<file path="src/rtl/vga_timing_gen.sv">
// Parametrised VGA raster timing generator with pixel-clock enable.
// Optional pix_req look-ahead output is built when VGA_PIX_REQ_EN is defined.
module vga_timing_gen #(
  parameter int H_ACTIVE = 640,
  parameter int H_FP     = 16,
  parameter int H_SYNC   = 96,
  parameter int H_BP     = 48,
  parameter int V_ACTIVE = 480,
  parameter int V_FP     = 10,
  parameter int V_SYNC   = 2,
  parameter int V_BP     = 33,
  parameter int H_POL    = 0,
  parameter int V_POL    = 0,
  parameter int XW       = 10,
  parameter int YW       = 10
) (
  input  logic          Clk,
  input  logic          Rst_n,
  input  logic          Pix_en,
  output logic          vga_h_sync,
  output logic          vga_v_sync,
  output logic          vga_on,
  output logic [XW-1:0] CounterX,
  output logic [YW-1:0] CounterY,
  output logic          line_start,
  output logic          frame_start
`ifdef VGA_PIX_REQ_EN
  ,output logic         pix_req
`endif
);

  localparam int H_TOTAL = H_ACTIVE + H_FP + H_SYNC + H_BP;
  localparam int V_TOTAL = V_ACTIVE + V_FP + V_SYNC + V_BP;

  localparam logic [XW-1:0] X_LAST   = XW'(H_TOTAL - 1);
  localparam logic [XW-1:0] X_ACT    = XW'(H_ACTIVE);
  localparam logic [XW-1:0] X_HS_BEG = XW'(H_ACTIVE + H_FP);
  localparam logic [XW-1:0] X_HS_END = XW'(H_ACTIVE + H_FP + H_SYNC - 1);
  localparam logic [YW-1:0] Y_LAST   = YW'(V_TOTAL - 1);
  localparam logic [YW-1:0] Y_ACT    = YW'(V_ACTIVE);
  localparam logic [YW-1:0] Y_VS_BEG = YW'(V_ACTIVE + V_FP);
  localparam logic [YW-1:0] Y_VS_END = YW'(V_ACTIVE + V_FP + V_SYNC - 1);
  localparam logic          H_LVL    = 1'(H_POL);
  localparam logic          V_LVL    = 1'(V_POL);

  logic [XW-1:0] x_q, x_nxt;
  logic [YW-1:0] y_q, y_nxt;
  logic          hs_nxt, vs_nxt, on_nxt;

  always_comb begin
    x_nxt = x_q + XW'(1);
    y_nxt = y_q;
    if (x_q == X_LAST) begin
      x_nxt = '0;
      y_nxt = (y_q == Y_LAST) ? '0 : y_q + YW'(1);
    end
  end

  // Outputs are decoded from the position being entered so they register alongside it.
  always_comb begin
    hs_nxt = (x_nxt >= X_HS_BEG) && (x_nxt <= X_HS_END);
    vs_nxt = (y_nxt >= Y_VS_BEG) && (y_nxt <= Y_VS_END);
    on_nxt = (x_nxt < X_ACT) && (y_nxt < Y_ACT);
  end

  always_ff @(posedge Clk or negedge Rst_n) begin
    if (!Rst_n) begin
      x_q         <= X_LAST;
      y_q         <= Y_LAST;
      vga_h_sync  <= ~H_LVL;
      vga_v_sync  <= ~V_LVL;
      vga_on      <= 1'b0;
      line_start  <= 1'b0;
      frame_start <= 1'b0;
    end else begin
      line_start  <= 1'b0;
      frame_start <= 1'b0;
      if (Pix_en) begin
        x_q         <= x_nxt;
        y_q         <= y_nxt;
        vga_h_sync  <= hs_nxt ? H_LVL : ~H_LVL;
        vga_v_sync  <= vs_nxt ? V_LVL : ~V_LVL;
        vga_on      <= on_nxt;
        line_start  <= (x_nxt == '0);
        frame_start <= (x_nxt == '0) && (y_nxt == '0);
      end
    end
  end

  assign CounterX = x_q;
  assign CounterY = y_q;

`ifdef VGA_PIX_REQ_EN
  // Looks one more pixel ahead so a synchronous ROM read lines up with vga_on.
  logic [XW-1:0] x_nn;
  logic [YW-1:0] y_nn;
  logic          req_nxt;

  always_comb begin
    x_nn = x_nxt + XW'(1);
    y_nn = y_nxt;
    if (x_nxt == X_LAST) begin
      x_nn = '0;
      y_nn = (y_nxt == Y_LAST) ? '0 : y_nxt + YW'(1);
    end
    req_nxt = (x_nn < X_ACT) && (y_nn < Y_ACT);
  end

  always_ff @(posedge Clk or negedge Rst_n) begin
    if (!Rst_n) begin
      pix_req <= 1'b0;
    end else if (Pix_en) begin
      pix_req <= req_nxt;
    end
  end
`endif

endmodule

</file>
<file path="config.mk">
export PLATFORM = sky130hd
export DESIGN_NAME = vga_timing_gen
export DESIGN_NICKNAME = d
export VERILOG_FILES = /design/src/rtl/vga_timing_gen.sv
export SDC_FILE = /design/constraint.sdc
export NUM_CORES = 1
export LEC_CHECK = 0
export CAP_MARGIN = 10
export CORE_MARGIN = 2
export CORE_UTILIZATION = 53
export DETAILED_ROUTE_END_ITERATION = 10
export GPL_TIMING_DRIVEN = 0
export PLACE_DENSITY = 0.88
export SLEW_MARGIN = 30
export SYNTH_ARGS = -nofsm -noshare
export SYNTH_HDL_FRONTEND = slang
export SYNTH_SLANG_ARGS = --single-unit
export TNS_END_PERCENT = 10
</file>
<file path="constraint.sdc">
create_clock -name Clk -period 3.25 [get_ports Clk]
set_clock_uncertainty 0.15 [all_clocks]
set_input_delay 0.65 -clock Clk [delete_from_list [all_inputs] [get_ports Clk]]
set_output_delay 0.65 -clock Clk [all_outputs]
set_load 0.01 [all_outputs]
</file>
* After elaboration in Yosys (flattened, before gate mapping)
Index checks and enable logic that the tools add are counted.
** Word-level totals
- Latch bits :: 0
- Output and inout port bits :: 25
- Flip-flop bits (word level) :: 25
- Memory bits (writable) :: 0
- ROM bits :: 0
- Memories :: 0
** Operators by class
- Shift-type cells :: 0
- Reductions and logical operators :: 6
- Magnitude comparators :: 6
- Div/mod/pow operators :: 0
- Muxes and demuxes :: 7
- Add/sub/neg operators :: 2
- Bitwise gates (word level) :: 0
- Equality and inequality tests :: 2
- Multiply operators :: 0
** Operators by type and width (number)
- 10-bit 2-to-1 mux :: 3
- 10-bit by 1-bit adder with 10-bit output, second input constant :: 2
- 10-bit == test, second input constant :: 2
- 10-bit zero test :: 2
- 10-bit greater-or-equal comparator, second input constant :: 1
- 10-bit by 9-bit greater-or-equal comparator with 1-bit output, second input constant :: 1
- 10-bit <= comparator, second input constant :: 1
- 10-bit by 9-bit <= comparator with 1-bit output, second input constant :: 1
- 10-bit less-than comparator, second input constant :: 1
- 10-bit by 9-bit less-than comparator with 1-bit output, second input constant :: 1
- 1-bit logical AND :: 4
- 1-bit 2-to-1 mux :: 4

* Logic depth before layout (Yosys ltp)
- Depth in word-level cells :: 6
- Mapped depth :: 8
- Mapped depth without buffers :: 8

* Least setup slack after synthesis
No wires, ideal clock.
- Path type :: register to register
- Start point :: reg x_q[1], in the netlist CounterX[1]
- End point :: reg vga_on
- Arrival time :: 2.336 ns
- Setup time :: 0.143 ns
- Path buffers :: 1
- Clock period less this slack :: 2.629 ns
- Slack :: 0.621 ns
- Stages on the path, launching flop included :: 9
- Cell sequence :: dfstp_2 > ha_1 > nand4_2 > or4_4 > buf_6 > nor3_1 > o21ai_1 > a2111oi_2 > o32ai_1
** Between the ends
- Cells in the longest elaborated chain, start to end :: 4
** Ends and longest elaborated chain
- start, declared :: RTL line 46 : logic [XW-1:0] x_q, x_nxt;
- start signal, assigned :: RTL line 79 : x_q <= x_nxt;
- 10-bit by 1-bit adder with 10-bit output / 10-bit == test (equally long branches) :: RTL line 51, 53
- 10-bit 2-to-1 mux :: RTL line 53 : if (x_q == X_LAST) begin
- 10-bit less-than comparator / 10-bit by 9-bit less-than comparator with 1-bit output (equally long branches) :: RTL line 63 : on_nxt = (x_nxt < X_ACT) && (y_nxt < Y_ACT);
- 1-bit logical AND * :: RTL line 63
- end signal, assigned :: RTL line 83 : vga_on <= on_nxt;
- end, declared :: RTL line 22 : output logic vga_on,
Mark *: on every way between the ends. The rest lies on a longest branch, timed or not.
A chain may end at the register's enable or synchronous reset.

* Worst setup path in the final report
Same ends and word-level chain as after synthesis.

==> results_dict.tcl <==
set metrics [dict create \
    status "complete, no violations" \
    ant_nets 0 \
    placed_cell_area_um2 2002 \
    h-tree-depth 1 \
    ys_seq_elements 25 \
    clock_latency_ps 340 \
    io_buffers 26 \
    clock-root-buffer "clkbuf_4" \
    ir_drop_mv 0.4447 \
    power_frac_clock_pct 16.7 \
    cp_max_fo 10 \
    clockBufferDepth 2 \
    relSlewSlack_pct 63.90 \
    synth_warnings 0 \
    cpPeakStageDelay_ps 610 \
    crit_slowest_cell "dfstp_2" \
    yosysTopAreaCell "dfrtp_1" \
    min_path_type "primary input to asynchronous set/reset pin" \
    cp.buffers_inverters 1 \
    crit_arrival_ps 3010 \
    place_congestion 0.8895 \
    crit_chain "ha_1 -> nand4_2 -> or4_4 -> buf_6 -> nor2_1 -> o211ai_1 -> a2111oi_2 -> o32ai_1" \
    via_per_inst 5.674 \
    design_area_um2 2032 \
    yosysSeqAreaShare_pct 37.87 \
    leakagePower_nw 0.8259 \
    area_growth_pct 20.12 \
    grt_pass1_vias 1349 \
    vias 1498 \
    nNetsFinal 229 \
    p_switching_mw 0.3332 \
    clock.fmax_ghz 0.3395 \
    synth_nets 198 \
    drive_gt1_share_pct 13.64 \
    dp_worst_setup_slack_ps 368.2 \
    synth_area_leaders "dfrtp_1, dfstp_2, xnor2_1, nor2_1, ha_1" \
    io_pins 28 \
    coreArea_um2 3053 \
    tightest_slew_ps 537.1 \
    die-area_um2 3660 \
    async_flop_share_pct 100.0 \
    start_util_pct 55.41 \
    critPathRequiredTime_ps 3310 \
    maxCapViolations 0 \
    cp-end-kind "flop" \
    ys_types 52 \
    rsz0062_at_grt "no" \
    grt_max_degree 26 \
    yosysMostFrequentCell "nor2_1" \
    rows 20 \
    crit_type "flop to flop" \
    hpwlAfterDp_mm 2.829 \
    dieHeight_um 60.50 \
    path_delay_family "simple AND/OR/NAND/NOR gates" \
    combPwrFrac_pct 38.3 \
    clock_sinks 25 \
    pwr_density_cell_nw_per_um2 457.3 \
    numCtsBuffers 3 \
    worstSetupStartpointType "flop" \
    setup_ws_ps 304.3 \
    slew_viol_final 0 \
    avgSynthCellArea_um2 8.903 \
    seqPwrFrac_pct 45.0 \
    grt_use_total_pct 24.17 \
    p_int_mw 0.5960 \
    synth_common_cells "nor2_1, nand2_1, dfrtp_1, dfstp_2, nand3_1" \
    grt.overflow.total 0 \
    drtIter0Drc 52 \
    drc 0 \
    netlist_area_um2 1692 \
    die_x_um 60.50 \
    hold_buffers 0 \
    cts_tree "yes" \
    post-route-period-util_pct 90.64 \
    clkTransAtPathRegs_ps 160 \
    grt_first_pass_wirelength_mm 6.548 \
    synth-edff-count 0 \
    drtPass1Iterations 5 \
    synth_ff_type "dfrtp_1" \
    wl_mm 3.886 \
    switching_share_pct 35.86 \
    setup_viol 0 \
    cts_resized 0 \
    antennaDiodeCount 0 \
    synth_cells 190 \
    min_period_ps 2946 \
    antenna_found_initial 0 \
    synth_top_area_share_pct 19.23 \
    wl_per_cell_um 14.72 \
    hold_viol_final 0 \
    finalSetupTns_ps 0 \
    cts_setup_buffers 0 \
]
-- layout make-up --
cell class,count,area (µm²)
Fill cell,274,1021
Multi-Input combinational cell,142,953.4
Sequential cell,25,640.6
Timing Repair Buffer,26,255.2
Buffer,15,67.56
Tap cell,44,55.05
Inverter,8,30.03
Clock buffer,3,22.52
Clock inverter,1,7.507
-- kinds of logic after synthesis --
family	Yosys count	synth area share [%]
flops	25	37.87
fa+ha+maj	5	3.698
xor+xnor	14	7.248
mux	5	3.106
simple gates	78	26.48
compound gates	40	15.83
buf+inv	23	5.769
-- path summary, 6_finish.rpt --
| kind | slack (ps) | from | endpoint | depth (start not counted) |
|---|---|---|---|---|
| setup / recovery | 300 | CounterX[1] | vga_on | 8 |
| hold / removal | 120 | Rst_n | vga_on | 1 |
| setup reg to reg | 300 | CounterX[1] | vga_on | 8 |
| hold reg to reg | 360 | vga_v_sync | vga_v_sync | 2 |
| max in group asynchronous | 2460 | Rst_n | CounterY[2] | 1 |
| min in group Clk | 360 | vga_v_sync | vga_v_sync | 2 |
-- power by group through the flow --
stage | Clock (mW) | Combinational [mW] | Sequential, mW
floorplan | 0 | 0.202 | 0.441
global placement | 0 | 0.349 | 0.423
detailed placement | 0 | 0.353 | 0.424
CTS | 0.157 | 0.356 | 0.419
global route | 0.174 | 0.391 | 0.426
finish | 0.156 | 0.356 | 0.418
-- sequential cells by signal, indices dropped and copies added, names as in the netlist --
register	count
CounterX	10
CounterY	10
frame_start	1
line_start	1
vga_h_sync	1
vga_on	1
vga_v_sync	1
-- through the flow --
step | hold slack [ps] | power, mW | util, % | std cells
finish | 119.7 | 0.9292 | 66.56 | 264
global route | 154.2 | 0.9909 | 66.56 | 264
CTS | 138.8 | 0.9319 | 66.56 | 264
detailed placement | 335.7 | 0.7776 | 65.57 | 260
global placement | 330.9 | 0.7715 | 65.74 | 260
floorplan | 204.4 | 0.6432 | - | 190
-- metal layers --
layer	GRT usage, %	share of wire, %	vias up
li1	-	-	748
met1	37.27	49	706
met2	35.40	46	39
met3	1.919	3.8	5
met4	9.006	1.5	0
met5	0	0	-
-- layout by cell type (no fill, tap or decap), types with 3 or more instances in the layout --
master,n
clkbuf_4,3
and3_1,3
buf_2,4
clkbuf_1,11
nand3_1,12
inv_1,8
and4_1,3
xnor2_1,10
a21oi_1,6
ha_1,5
nand4_1,6
clkdlybuf4s50_1,25
nand2_1,14
a31oi_1,4
o21ai_0,11
dfrtp_1,13
xor2_1,4
dfstp_2,12
mux2i_1,3
nor2_1,19
No activity file was read; power rests on OpenSTA's default activity.
